File: src/rtl/asmd_mult_acc_if.sv
// Bus bundle for the shift-add multiplier-accumulator.
//   master : controller side, drives operands, mode bits, start and clear_acc
//   slave  : arithmetic unit side, returns product, ready, done and acc_ovf
interface asmd_mult_acc_if #(
  parameter int word_length = 10
);
  logic [word_length-1:0]   word0;
  logic [word_length-1:0]   word1;
  logic                     start;
  logic                     signed_mode;
  logic                     accumulate;
  logic                     clear_acc;
  logic [2*word_length-1:0] product;
  logic                     ready;
  logic                     done;
  logic                     acc_ovf;

  modport master (
    output word0, word1, start, signed_mode, accumulate, clear_acc,
    input  product, ready, done, acc_ovf
  );

  modport slave (
    input  word0, word1, start, signed_mode, accumulate, clear_acc,
    output product, ready, done, acc_ovf
  );
endinterface

File: src/rtl/asmd_mult_acc.sv
// Sequential shift-add multiplier-accumulator (IDLE -> MUL -> FIX).
// Operands are converted to magnitudes on start, multiplied one multiplier
// bit per cycle LSB first, then the sign is restored and the result is either
// loaded into or added onto the product register.
// Ports:
//   clk   : rising-edge clock
//   reset : synchronous, active-high
//   bus   : asmd_mult_acc_if.slave (word0/word1/start/signed_mode/accumulate/
//           clear_acc in; product/ready/done/acc_ovf out, all registered)
// Parameters:
//   word_length : operand width W (>= 2), product width 2W
//   early_exit  : 1 = stop MUL once the remaining multiplier bits are zero
module asmd_mult_acc #(
  parameter int word_length = 10,
  parameter bit early_exit  = 1'b1
) (
  input logic            clk,
  input logic            reset,
  asmd_mult_acc_if.slave bus
);
  localparam int W  = word_length;
  localparam int PW = 2 * W;
  localparam int CW = $clog2(W);

  typedef enum logic [1:0] {
    IDLE = 2'd0,
    MUL  = 2'd1,
    FIX  = 2'd2
  } state_t;

  state_t        state_r;
  logic [PW-1:0] mcand_r;
  logic [PW-1:0] partial_r;
  logic [PW-1:0] product_r;
  logic [W-1:0]  mplier_r;
  logic [CW-1:0] bit_cnt_r;
  logic          negate_r;
  logic          signed_r;
  logic          accumulate_r;
  logic          zero_base_r;
  logic          ready_r;
  logic          done_r;
  logic          acc_ovf_r;

  logic [PW-1:0] result_s;
  logic [PW-1:0] base_s;
  logic [PW-1:0] sum_s;
  logic          ovf_base_s;
  logic          last_bit_s;

  // Unsigned magnitude of a W-bit operand; the most negative value maps to 2^(W-1).
  function automatic logic [W-1:0] magnitude(input logic [W-1:0] w, input logic is_signed);
    if (is_signed && w[W-1]) begin
      magnitude = (~w) + {{(W-1){1'b0}}, 1'b1};
    end else begin
      magnitude = w;
    end
  endfunction

  // Overflow of a 2W-bit addition: carry out when unsigned, sign flip when signed.
  function automatic logic add_overflow(input logic [PW-1:0] a, input logic [PW-1:0] b,
                                        input logic is_signed);
    logic [PW:0] sum;
    sum = {1'b0, a} + {1'b0, b};
    if (is_signed) begin
      add_overflow = (a[PW-1] == b[PW-1]) && (sum[PW-1] != a[PW-1]);
    end else begin
      add_overflow = sum[PW];
    end
  endfunction

  // Result fix-up, accumulation base and MUL termination condition.
  always_comb begin
    result_s   = {PW{1'b0}};
    base_s     = {PW{1'b0}};
    ovf_base_s = 1'b0;
    if (negate_r) begin
      result_s = (~partial_r) + {{(PW-1){1'b0}}, 1'b1};
    end else begin
      result_s = partial_r;
    end
    // A clear_acc seen together with start makes this op accumulate onto zero.
    if (zero_base_r) begin
      base_s     = {PW{1'b0}};
      ovf_base_s = 1'b0;
    end else begin
      base_s     = product_r;
      ovf_base_s = acc_ovf_r;
    end
    sum_s = base_s + result_s;
    // The bit in flight is the last one if it is bit W-1, or if nothing set remains above it.
    last_bit_s = (bit_cnt_r == CW'(W - 1)) ||
                 (early_exit && (mplier_r[W-1:1] == {(W-1){1'b0}}));
  end

  // Controller FSM with datapath registers and registered outputs.
  always_ff @(posedge clk) begin
    if (reset) begin
      state_r      <= IDLE;
      mcand_r      <= {PW{1'b0}};
      partial_r    <= {PW{1'b0}};
      product_r    <= {PW{1'b0}};
      mplier_r     <= {W{1'b0}};
      bit_cnt_r    <= {CW{1'b0}};
      negate_r     <= 1'b0;
      signed_r     <= 1'b0;
      accumulate_r <= 1'b0;
      zero_base_r  <= 1'b0;
      ready_r      <= 1'b1;
      done_r       <= 1'b0;
      acc_ovf_r    <= 1'b0;
    end else begin
      done_r <= 1'b0;
      case (state_r)
        IDLE: begin
          if (bus.start) begin
            mcand_r      <= {{W{1'b0}}, magnitude(bus.word0, bus.signed_mode)};
            mplier_r     <= magnitude(bus.word1, bus.signed_mode);
            partial_r    <= {PW{1'b0}};
            bit_cnt_r    <= {CW{1'b0}};
            negate_r     <= bus.signed_mode & (bus.word0[W-1] ^ bus.word1[W-1]);
            signed_r     <= bus.signed_mode;
            accumulate_r <= bus.accumulate;
            zero_base_r  <= bus.clear_acc;
            ready_r      <= 1'b0;
            state_r      <= MUL;
          end else if (bus.clear_acc) begin
            product_r <= {PW{1'b0}};
            acc_ovf_r <= 1'b0;
          end
        end
        MUL: begin
          if (mplier_r[0]) begin
            partial_r <= partial_r + mcand_r;
          end
          mcand_r   <= {mcand_r[PW-2:0], 1'b0};
          mplier_r  <= {1'b0, mplier_r[W-1:1]};
          bit_cnt_r <= bit_cnt_r + CW'(1);
          if (last_bit_s) begin
            state_r <= FIX;
          end
        end
        FIX: begin
          if (accumulate_r) begin
            product_r <= sum_s;
            acc_ovf_r <= ovf_base_s | add_overflow(base_s, result_s, signed_r);
          end else begin
            product_r <= result_s;
            acc_ovf_r <= 1'b0;
          end
          done_r  <= 1'b1;
          ready_r <= 1'b1;
          state_r <= IDLE;
        end
        default: begin
          state_r <= IDLE;
          ready_r <= 1'b1;
        end
      endcase
    end
  end

  assign bus.product = product_r;
  assign bus.ready   = ready_r;
  assign bus.done    = done_r;
  assign bus.acc_ovf = acc_ovf_r;
endmodule

File: src/flat_wrapper.sv
// flat-port wrapper written by rule: the top's interface ports become plain ports
module asmd_mult_acc_flat 
#(
  parameter int word_length = 10,
  parameter bit early_exit  = 1'b1
)
  (clk, reset, bus_word0, bus_word1, bus_start, bus_signed_mode, bus_accumulate, bus_clear_acc, bus_product, bus_ready, bus_done, bus_acc_ovf);
  asmd_mult_acc_if #(.word_length(word_length)) bus_i ();
  input logic clk;
  input logic reset;
  input wire logic [$bits(bus_i.word0)-1:0] bus_word0;
  input wire logic [$bits(bus_i.word1)-1:0] bus_word1;
  input wire logic [$bits(bus_i.start)-1:0] bus_start;
  input wire logic [$bits(bus_i.signed_mode)-1:0] bus_signed_mode;
  input wire logic [$bits(bus_i.accumulate)-1:0] bus_accumulate;
  input wire logic [$bits(bus_i.clear_acc)-1:0] bus_clear_acc;
  output wire logic [$bits(bus_i.product)-1:0] bus_product;
  output wire logic [$bits(bus_i.ready)-1:0] bus_ready;
  output wire logic [$bits(bus_i.done)-1:0] bus_done;
  output wire logic [$bits(bus_i.acc_ovf)-1:0] bus_acc_ovf;
  assign bus_i.word0 = bus_word0;
  assign bus_i.word1 = bus_word1;
  assign bus_i.start = bus_start;
  assign bus_i.signed_mode = bus_signed_mode;
  assign bus_i.accumulate = bus_accumulate;
  assign bus_i.clear_acc = bus_clear_acc;
  assign bus_product = bus_i.product;
  assign bus_ready = bus_i.ready;
  assign bus_done = bus_i.done;
  assign bus_acc_ovf = bus_i.acc_ovf;
  asmd_mult_acc #(.word_length(word_length), .early_exit(early_exit)) u_core (.clk(clk), .reset(reset), .bus(bus_i));
endmodule
File: config.mk
export PLATFORM = sky130hd
export DESIGN_NAME = asmd_mult_acc_flat
export DESIGN_NICKNAME = d
export VERILOG_FILES = /design/src/rtl/asmd_mult_acc_if.sv /design/src/rtl/asmd_mult_acc.sv /design/src/flat_wrapper.sv
export SDC_FILE = /design/constraint.sdc
export NUM_CORES = 1
export LEC_CHECK = 0
export ABC_AREA = 1
export BUFFER_PORTS_ARGS = -buffer_cell sky130_fd_sc_hd__buf_2
export CAP_MARGIN = 25
export CELL_PAD_IN_SITES_DETAIL_PLACEMENT = 0
export CELL_PAD_IN_SITES_GLOBAL_PLACEMENT = 1
export CORE_MARGIN = 2
export CORE_UTILIZATION = 47
export DETAILED_ROUTE_END_ITERATION = 6
export GPL_ROUTABILITY_DRIVEN = 0
export GPL_TIMING_DRIVEN = 0
export PLACE_DENSITY_LB_ADDON = 0.1
export RECOVER_POWER = 100
export SYNTH_ARGS = -nofsm -noshare
export SYNTH_HDL_FRONTEND = slang
export SYNTH_SLANG_ARGS = --single-unit
File: constraint.sdc
create_clock -name clk -period 5 [get_ports clk]
set_input_delay 0.25 -clock clk [delete_from_list [all_inputs] [get_ports clk]]
set_output_delay 0.25 -clock clk [all_outputs]
set_load 0.01 [all_outputs]
# Word-level counts from Yosys, hierarchy flattened
# Cells that the tools add are included.
[word_totals] regBits=83
[classes] n_eq_ne=10 reduce_logical=14 n_addsub=7 n_mux=32 bitwise_logic=7
[op_table] cell="$mux W20" n=8
[op_table] cell="$pmux W20 S2" n=3
[op_table] cell="$add A20 B20 Y20" n=2
[op_table] cell="$mux W10" n=3
[op_table] cell="$add A20 B20 Y21" n=1
[op_table] cell="$add A10 B1 Y10 const B" n=2
[op_table] cell="$add A20 B1 Y20 const B" n=1
[op_table] cell="$not A10 Y10" n=2
[op_table] cell="$not A20 Y20" n=1
[op_table] cell="$pmux W10 S2" n=1
[op_table] cell="$mux W1" n=10
[op_table] cell="$logic_not A9 Y1" n=1
[op_table] cell="$pmux W4 S2" n=1
[op_table] cell="$reduce_and A2 Y1" n=4
[op_table] cell="$ne A2 B2 Y1 const B" n=3
[op_table] cell="$reduce_and A3 Y1" n=2
[op_table] cell="$add A4 B1 Y4 const B" n=1
[op_table] cell="$eq A4 B4 Y1 const B" n=1
[op_table] cell="$mux W2" n=2
[op_table] cell="$mux W4" n=1
[op_table] cell="$ne A2 B1 Y1 const B" n=2
[op_table] cell="$pmux W1 S2" n=2
[op_table] cell="$pmux W2 S2" n=1
[op_table] cell="$reduce_bool A2 Y1" n=2
[op_table] cell="other kinds (11)" n=13

# Logic depth before layout (Yosys ltp)
# Gate-level depths: netlist (run 1).
[logic_depth] depth_word=13 ltp_mapped=22 ltp_nobuf=22

# Worst setup path after synthesis (run 1)
# No wires, ideal clock.
[synth_timing] kind="reg2reg" startpoint="reg u_core.partial_r[1]" endpoint="reg u_core.product_r[19], in the netlist u_core.bus.product[19]" t_arrival_ns=2.612 t_required_ns=4.869 path_slack_ns=2.257 path_stages_with_launch=20 n_path_buf=0 cell_sequence="dfxtp_1 > inv_1 > ha_1 > nand2_1 > nor2_1 > nand2_2 > o21ai_1 > o21ai_0 > xor2_1 > inv_1 > ha_1 > a21oi_1 > o21ai_0 > nor2_1 > nand3_1 > nand4_2 > nand2_2 > or2_1 > nand3_1 > a21oi_2"
[synth_between] elab_chain_cells=6
[synth_rtl] element="start, declared" line_no="asmd_mult_acc.sv:33" text="logic [PW-1:0] partial_r;"
[synth_rtl] element="start signal, assigned" line_no="asmd_mult_acc.sv:101" text="partial_r <= {PW{1'b0}};"
[synth_rtl] element="start signal, assigned" line_no="asmd_mult_acc.sv:119" text="partial_r <= {PW{1'b0}};"
[synth_rtl] element="start signal, assigned" line_no="asmd_mult_acc.sv:134" text="partial_r <= partial_r + mcand_r;"
[synth_rtl] element="$not A20 Y20" line_no="asmd_mult_acc.sv:78" text="result_s = (~partial_r) + {{(PW-1){1'b0}}, 1'b1};"
[synth_rtl] element="$add A20 B1 Y20" line_no="asmd_mult_acc.sv:78"
[synth_rtl] element="$mux W20 *" line_no="asmd_mult_acc.sv:77" text="if (negate_r) begin"
[synth_rtl] element="$add A20 B20 Y20" line_no="asmd_mult_acc.sv:90" text="sum_s = base_s + result_s;"
[synth_rtl] element="$mux W20 *" line_no="asmd_mult_acc.sv:144" text="if (accumulate_r) begin"
[synth_rtl] element="$pmux W20 S2 *" line_no="asmd_mult_acc.sv:114" text="case (state_r)"
[synth_rtl] element="end signal, assigned" line_no="asmd_mult_acc.sv:102" text="product_r <= {PW{1'b0}};"
[synth_rtl] element="end signal, assigned" line_no="asmd_mult_acc.sv:145" text="product_r <= sum_s;"
[synth_rtl] element="end signal, assigned" line_no="asmd_mult_acc.sv:148" text="product_r <= result_s;"
[synth_rtl] element="end, declared" line_no="asmd_mult_acc.sv:34" text="logic [PW-1:0] product_r;"
# Mark *: on every way between the ends. The rest lies on a longest branch, timed or not.
# A chain may end at the register's enable or synchronous reset.

# Worst setup path in the final report (run 1)
# Same ends and word-level chain as after synthesis.

==> key figures, run 1 <==
Status
  – Status: finished clean

Layout
  – NumNets Final: 1,074
  – Cell area after layout: 0.00693 mm^2
  – Fill cells: 1,396
  – Final core utilization: 54.5%
  – Layout cell share with drive strength beyond 1: 6.65%
  – Diode count: 0
  – Area Growth Syn to Fin: 11.9%

Placement
  – Placed Area: 0.00665 mm^2
  – PortBufs: 48
  – Dpl hpwl: 13,900 um

Power and ir drop
  – Net Switching: 546 uW
  – Leakage: 2.94 nW
  – Internal: 1.23 mW
  – Clk pwr share: 43.0%
  – Flop pwr share: 40.3%
  – Sw Share: 30.8%
  – Logic gate share of total power: 16.7%
  – P per Cell Area: 256 mW/mm^2
  – Peak supply drop: 0.000186 V

CTS
  – Root buf cell: clkbuf_16
  – Clock tree buffer depth: 2
  – Clk sinks: 83
  – Cts bufs inserted: 9
  – Clock Latency Late Sink: 0.36 ns
  – Setup bufs post-CTS: 0
  – Hold Buf Count CTS: 0
  – Reg clk slew, reported paths: 0.07 ns
  – Cts repair resizes: 0
  – Number of H-tree levels: 3
  – CTS tree: done

STA
  – FMAX: 290 MHz
  – Fin crit share: 69.1%
  – Final Max Tran Viols: 0
  – RSZ-0062 raised after global routing: no
  – Measured slew at the worst slew-check pin: 0.693 ns
  – Final setup TNS: 0 ns
  – Relative slew slack: 53.6%
  – Skew final: 0.0106 ns
  – Setup violators final: 0
  – Final hold vios: 0
  – Final worst path period need: 3.45 ns

Floorplanning
  – Initial Utilization: 48.7%
  – Core ar.: 0.0127 mm^2
  – Chip width: 119 um
  – Die area: 0.0141 mm^2
  – Ports: 49
  – Die height: 119 um
  – Row cnt: 41

Worst setup path
  – WP buf/inv: 2
  – Critical Path AT: 3.68 ns
  – CP Class: flop to flop
  – Type of origin of the critical path: flop
  – Crit-path cells: inv_1 > ha_1 > nand2_1 > nor2_1 > nand2_2 > o21ai_0 > o21ai_0 > xor2_1 > inv_1 > ha_1 > a21oi_1 > o21ai_0 > nor2_1 > nand3_1 > nand4_1 > nand2_2 > or2_1 > nand3_1 > a21oi_2
  – CP max stage delay: 0.37 ns
  – Largest fanout on the critical path: 6
  – Max stage delay cell, worst path: ha_1
  – Cell mode on critical path: o21ai_0
  – Worst EP required: 5.22 ns
  – Setup crit end kind: flop
  – Crit path max-delay family: simple AND/OR/NAND/NOR gates

Job
  – Max_cap viols: 0

Worst hold path
  – Hold Path Class: input port to flop

Detailed routing
  – Post-route DRC: 0
  – DRT iter0 DRCs: 415
  – Via count: 6,383
  – Final ANT Viol Nets: 0
  – Drt pass-1 iters: 4
  – Detailed Route WL: 17,600 um
  – Avg Vias per Cell: 5.41
  – Drt wl/cell: 15.0 um

Logic synthesis
  – Syn Std Cell Area: 0.00619 mm^2
  – Flops & latches, synth: 83
  – Top-count cell post-synth: nand2_1
  – Fraction of registers with async set/reset: 0%
  – Ranking of synthesized cells by area: dfxtp_1 27%, nand2_1 12%, a21oi_1 10%, ha_1 8.9%, inv_1 6.8%
  – Ys Warns: 0
  – Mapped Cells: 943
  – Commonest cells post-synth: 201 x nand2_1, 127 x a21oi_1, 113 x inv_1
  – Top cell type by total area after synthesis: dfxtp_1
  – Post-synth EDFFs: 0
  – Register area share after synthesis: 26.8%
  – Top-area cell type share of the netlist area: 26.8%
  – Post-Syn Nets: 1,015
  – Post-synthesis average cell area: 6.57 um^2
  – Netlist cell types: 48
  – Post-synth top flop: dfxtp_1

Global route
  – Antenna violations before repair: 0
  – First-pass GRT wire length: 29,100 um
  – Largest net degree at the start of global routing: 17
  – Vias in the first global route: 5,924
  – GRT Overall Usage: 25.7%
  – GRT overflow: 0
worst min-delay path: cells and delay by family:
kind                   cells  cell delay, ns
and+or+nand+nor            1            0.05
buffers and inverters      1            0.10
AOI/OAI and AO/OA          1            0.06
routing by layer:
metal | up-vias | part of all wire (%) | global-route usage, % | routed length (um)
li1 | 3312 | - | - | -
met1 | 2918 | 49 | 35.3 | 8600
met2 | 137 | 45 | 42.3 | 7990
met3 | 16 | 4.4 | 2.75 | 780
met4 | 0 | 1.5 | 7.81 | 259
met5 | - | 0 | 0 | 0
path summary, 6_finish.rpt:
check	start	endpoint	slack, ns	depth (start not counted)
worst max register to register	u_core.partial_r[1]	u_core.bus.product[19]	1.55	19
worst max-delay path	u_core.partial_r[1]	u_core.bus.product[19]	1.55	19
worst min-delay path	bus_word0[0]	u_core.mcand_r[0]	0.16	3
worst min register to register	u_core.signed_r	u_core.signed_r	0.47	2
per-stage QoR:
step / hold WS, ns / power [mW] / setup WS, ns / std cells
2_1_floorplan: 0.398 / 0.924 / 2.26 / 943
3_3_place_gp: 0.457 / 1.02 / 1.67 / 1163
3_5_place_dp: 0.463 / 1.03 / 1.67 / 1163
4_1_cts: 0.153 / 1.79 / 1.64 / 1179
5_1_grt: 0.173 / 1.85 / 1.15 / 1179
6_report: 0.159 / 1.77 / 1.55 / 1179
registers in the layout, indices dropped and copies added (netlist names), 2 cells and up:
name,cells
u_core.mplier_r,10
u_core.bus.product,20
u_core.state_r,2
u_core.bit_cnt_r,4
u_core.mcand_r,20
u_core.partial_r,20
power groups by stage:
stage	combinational (mW)	sequential [mW]	clock [mW]
final	0.296	0.714	0.762
after global routing	0.333	0.717	0.800
after CTS	0.298	0.714	0.774
after detailed placement	0.296	0.729	0
after global placement	0.296	0.729	0
after floorplan	0.201	0.723	0
final cells by class:
class | instances | area, um^2 | area share (%)
inverters | 115 | 432 | 6.23
clock buffers | 9 | 225 | 3.25
flip-flops and latches | 83 | 1660 | 24.0
clock inverters | 7 | 108 | 1.55
plain buffers | 29 | 119 | 1.72
repair buffers | 48 | 211 | 3.05
well taps | 172 | 215 | 3.11
multi-input cells | 716 | 3960 | 57.1
cells by family (layout without fill, tap and decap cells):
kind of cell             Yosys count  after routing  share of synthesized area [%]
AND/OR/NAND/NOR                  372            372                           25.9
adder cells (fa/ha/maj)           46             46                           9.54
flip-flops                        83             83                           26.8
XOR/XNOR                          29             29                           4.10
buffers and inverters            144            208                           8.91
AO/OA/AOI/OAI                    269            269                           24.7
placed cells by master, fill, tap and decap left out, types with 29 or more instances in the layout:
cell type,count
o21ai_0,68
inv_1,113
nand3_1,39
a21oi_1,128
nand2_1,201
buf_2,29
clkbuf_1,46
nor2_1,81
dfxtp_1,83
ha_1,44
No activity file was read; power rests on OpenSTA's default activity.
==> run 2: changes to the inputs <==
CORE_UTILIZATION = 44   (was 47)
clock period = 3.5 ns   (was 5 ns; I/O delays follow)
==> key figures, run 2 (synthesized netlist as in run 1, its figures left out) <==
Global route
  – GRT overflow: 0
  – Vias in the first global route: 5,842
  – Largest net degree at the start of global routing: 15
  – GRT Overall Usage: 25.0%
  – First-pass GRT wire length: 29,300 um
  – Antenna violations before repair: 0

Detailed routing
  – Avg Vias per Cell: 5.31
  – Via count: 6,311
  – DRT iter0 DRCs: 389
  – Final ANT Viol Nets: 0
  – Detailed Route WL: 18,000 um
  – Drt pass-1 iters: 5
  – Post-route DRC: 0
  – Drt wl/cell: 15.2 um

Power and ir drop
  – Leakage: 2.96 nW
  – Overall power: 2.50 mW
  – Peak supply drop: 0.000212 V
  – P per Cell Area: 360 mW/mm^2

CTS
  – Hold Buf Count CTS: 0
  – Clk sinks: 83
  – CTS tree: done
  – Root buf cell: clkbuf_16
  – Clock tree buffer depth: 2
  – Reg clk slew, reported paths: 0.07 ns
  – Cts bufs inserted: 9
  – Number of H-tree levels: 3
  – Clock Latency Late Sink: 0.35 ns

Worst setup path
  – Crit path max-delay family: simple AND/OR/NAND/NOR gates
  – Critical Path AT: 3.38 ns
  – CP Class: flop to flop
  – WP buf/inv: 2
  – Setup crit end kind: flop
  – Levels on crit path: 21
  – Type of origin of the critical path: flop
  – FF-to-FF path depth: 21
  – Cell mode on critical path: nand2_1
  – Worst EP required: 3.73 ns
  – CP max stage delay: 0.39 ns
  – Max stage delay cell, worst path: ha_2
  – Crit-path cells: inv_1 > ha_1 > nand2_1 > nor2_2 > nand2_2 > o21ai_2 > o21ai_0 > xor2_1 > inv_1 > ha_2 > nand4_1 > nor2_2 > nand4_1 > nand3_1 > nand4_2 > nand2_2 > nand2_1 > nand3_1 > nand2_1 > nand2_1 > a21oi_2
  – Largest fanout on the critical path: 6

Placement
  – Placed Area: 0.00666 mm^2
  – PortBufs: 48
  – Placed Cells: 1,171
  – Dpl hpwl: 14,300 um

STA
  – Setup violators final: 0
  – Measured slew at the worst slew-check pin: 0.690 ns
  – Skew final: 0.00694 ns
  – Final worst path period need: 3.16 ns
  – FMAX: 316 MHz
  – Final hold slack: 0.108 ns
  – Final hold vios: 0
  – RSZ-0062 raised after global routing: no
  – Relative slew slack: 53.8%
  – Final Max Tran Viols: 0
  – Final setup TNS: 0 ns
  – Fin crit share: 90.3%

Floorplanning
  – Row cnt: 43
  – Die height: 123 um
  – Ports: 49
  – Initial Utilization: 44.8%
  – Core ar.: 0.0138 mm^2
  – Die area: 0.0150 mm^2
  – Chip width: 123 um

Layout
  – Finished Layout Cells: 1,188
  – Area Growth Syn to Fin: 12.3%
  – Diode count: 0
  – Commonest non-fill, non-tap cell in the layout: nand2_1
  – Commonest cells after routing, fill and taps aside: 201 x nand2_1, 128 x a21oi_1, 113 x inv_1
  – Layout cell share with drive strength beyond 1: 7.34%
  – NumNets Final: 1,075
  – Cell area after layout: 0.00696 mm^2

Status
  – Status: finished clean

Job
  – Max_cap viols: 0

Worst hold path
  – Hold path depth: 3
  – Hold Path Class: input port to flop
-- run 2: what timing repair did --
| item | 4_1_cts | 5_1_grt |
|---|---|---|
| endpoints found under the setup margin | 0 | 4 |
| setup buffers | 0 | 1 |
| gates resized for setup | 0 | 6 |
-- run 2: power by group --
| group | internal [mW] | switching [mW] | total (mW) |
|---|---|---|---|
| Combinational | 0.128 | 0.298 | 0.426 |
| Clock | 0.628 | 0.430 | 1.06 |
| Sequential | 0.985 | 0.0350 | 1.02 |
| Total | 1.74 | 0.763 | 2.50 |
-- run 2: cell type report --
cell class	count	area (um^2)
fill	1496	6870
multi-input combinational	716	3980
sequential	83	1660
inverter	115	432
clock buffer	10	229
tap	180	225
timing repair buffer	49	219
buffer	29	120
clock inverter	6	88.8
-- run 2: worst reg2reg max path: stages (launching register included) --
cell and delay [ns]:
dfxtp_1 0.36, inv_1 0.12, ha_1 0.17, nand2_1 0.10
nor2_2 0.13, nand2_2 0.09, o21ai_2 0.15, o21ai_0 0.13
xor2_1 0.24, inv_1 0.07, ha_2 0.39, nand4_1 0.16
nor2_2 0.16, nand4_1 0.09, nand3_1 0.15, nand4_2 0.15
nand2_2 0.10, nand2_1 0.05, nand3_1 0.07, nand2_1 0.05
nand2_1 0.07, a21oi_2 0.05
-- run 2: layer usage --
metal  routed length, um  track usage (%)  share of wire (%)  vias up
li1                    -                -                  -     3313
met1                8720             33.7                 48     2878
met2                8510             42.4                 47       95
met3                 501             2.83                2.8       25
met4                 282             6.75                1.6        0
met5                   0                0                  0        -
-- run 2: worst paths after layout --
path                         end  slack, ns           startpoint
max           u_core.bus.acc_ovf       0.34  u_core.partial_r[1]
min          u_core.accumulate_r       0.11       bus_accumulate
min reg2reg      u_core.signed_r       0.47      u_core.signed_r
max reg2reg   u_core.bus.acc_ovf       0.34  u_core.partial_r[1]
-- run 2: metrics by stage --
stage               utilization (%)  setup slack [ns]
floorplan                         -             0.757
global placement               48.1             0.148
detailed placement             48.1             0.115
CTS                            50.4            0.0953
global route                   50.3            0.0169
finish                         50.3             0.340
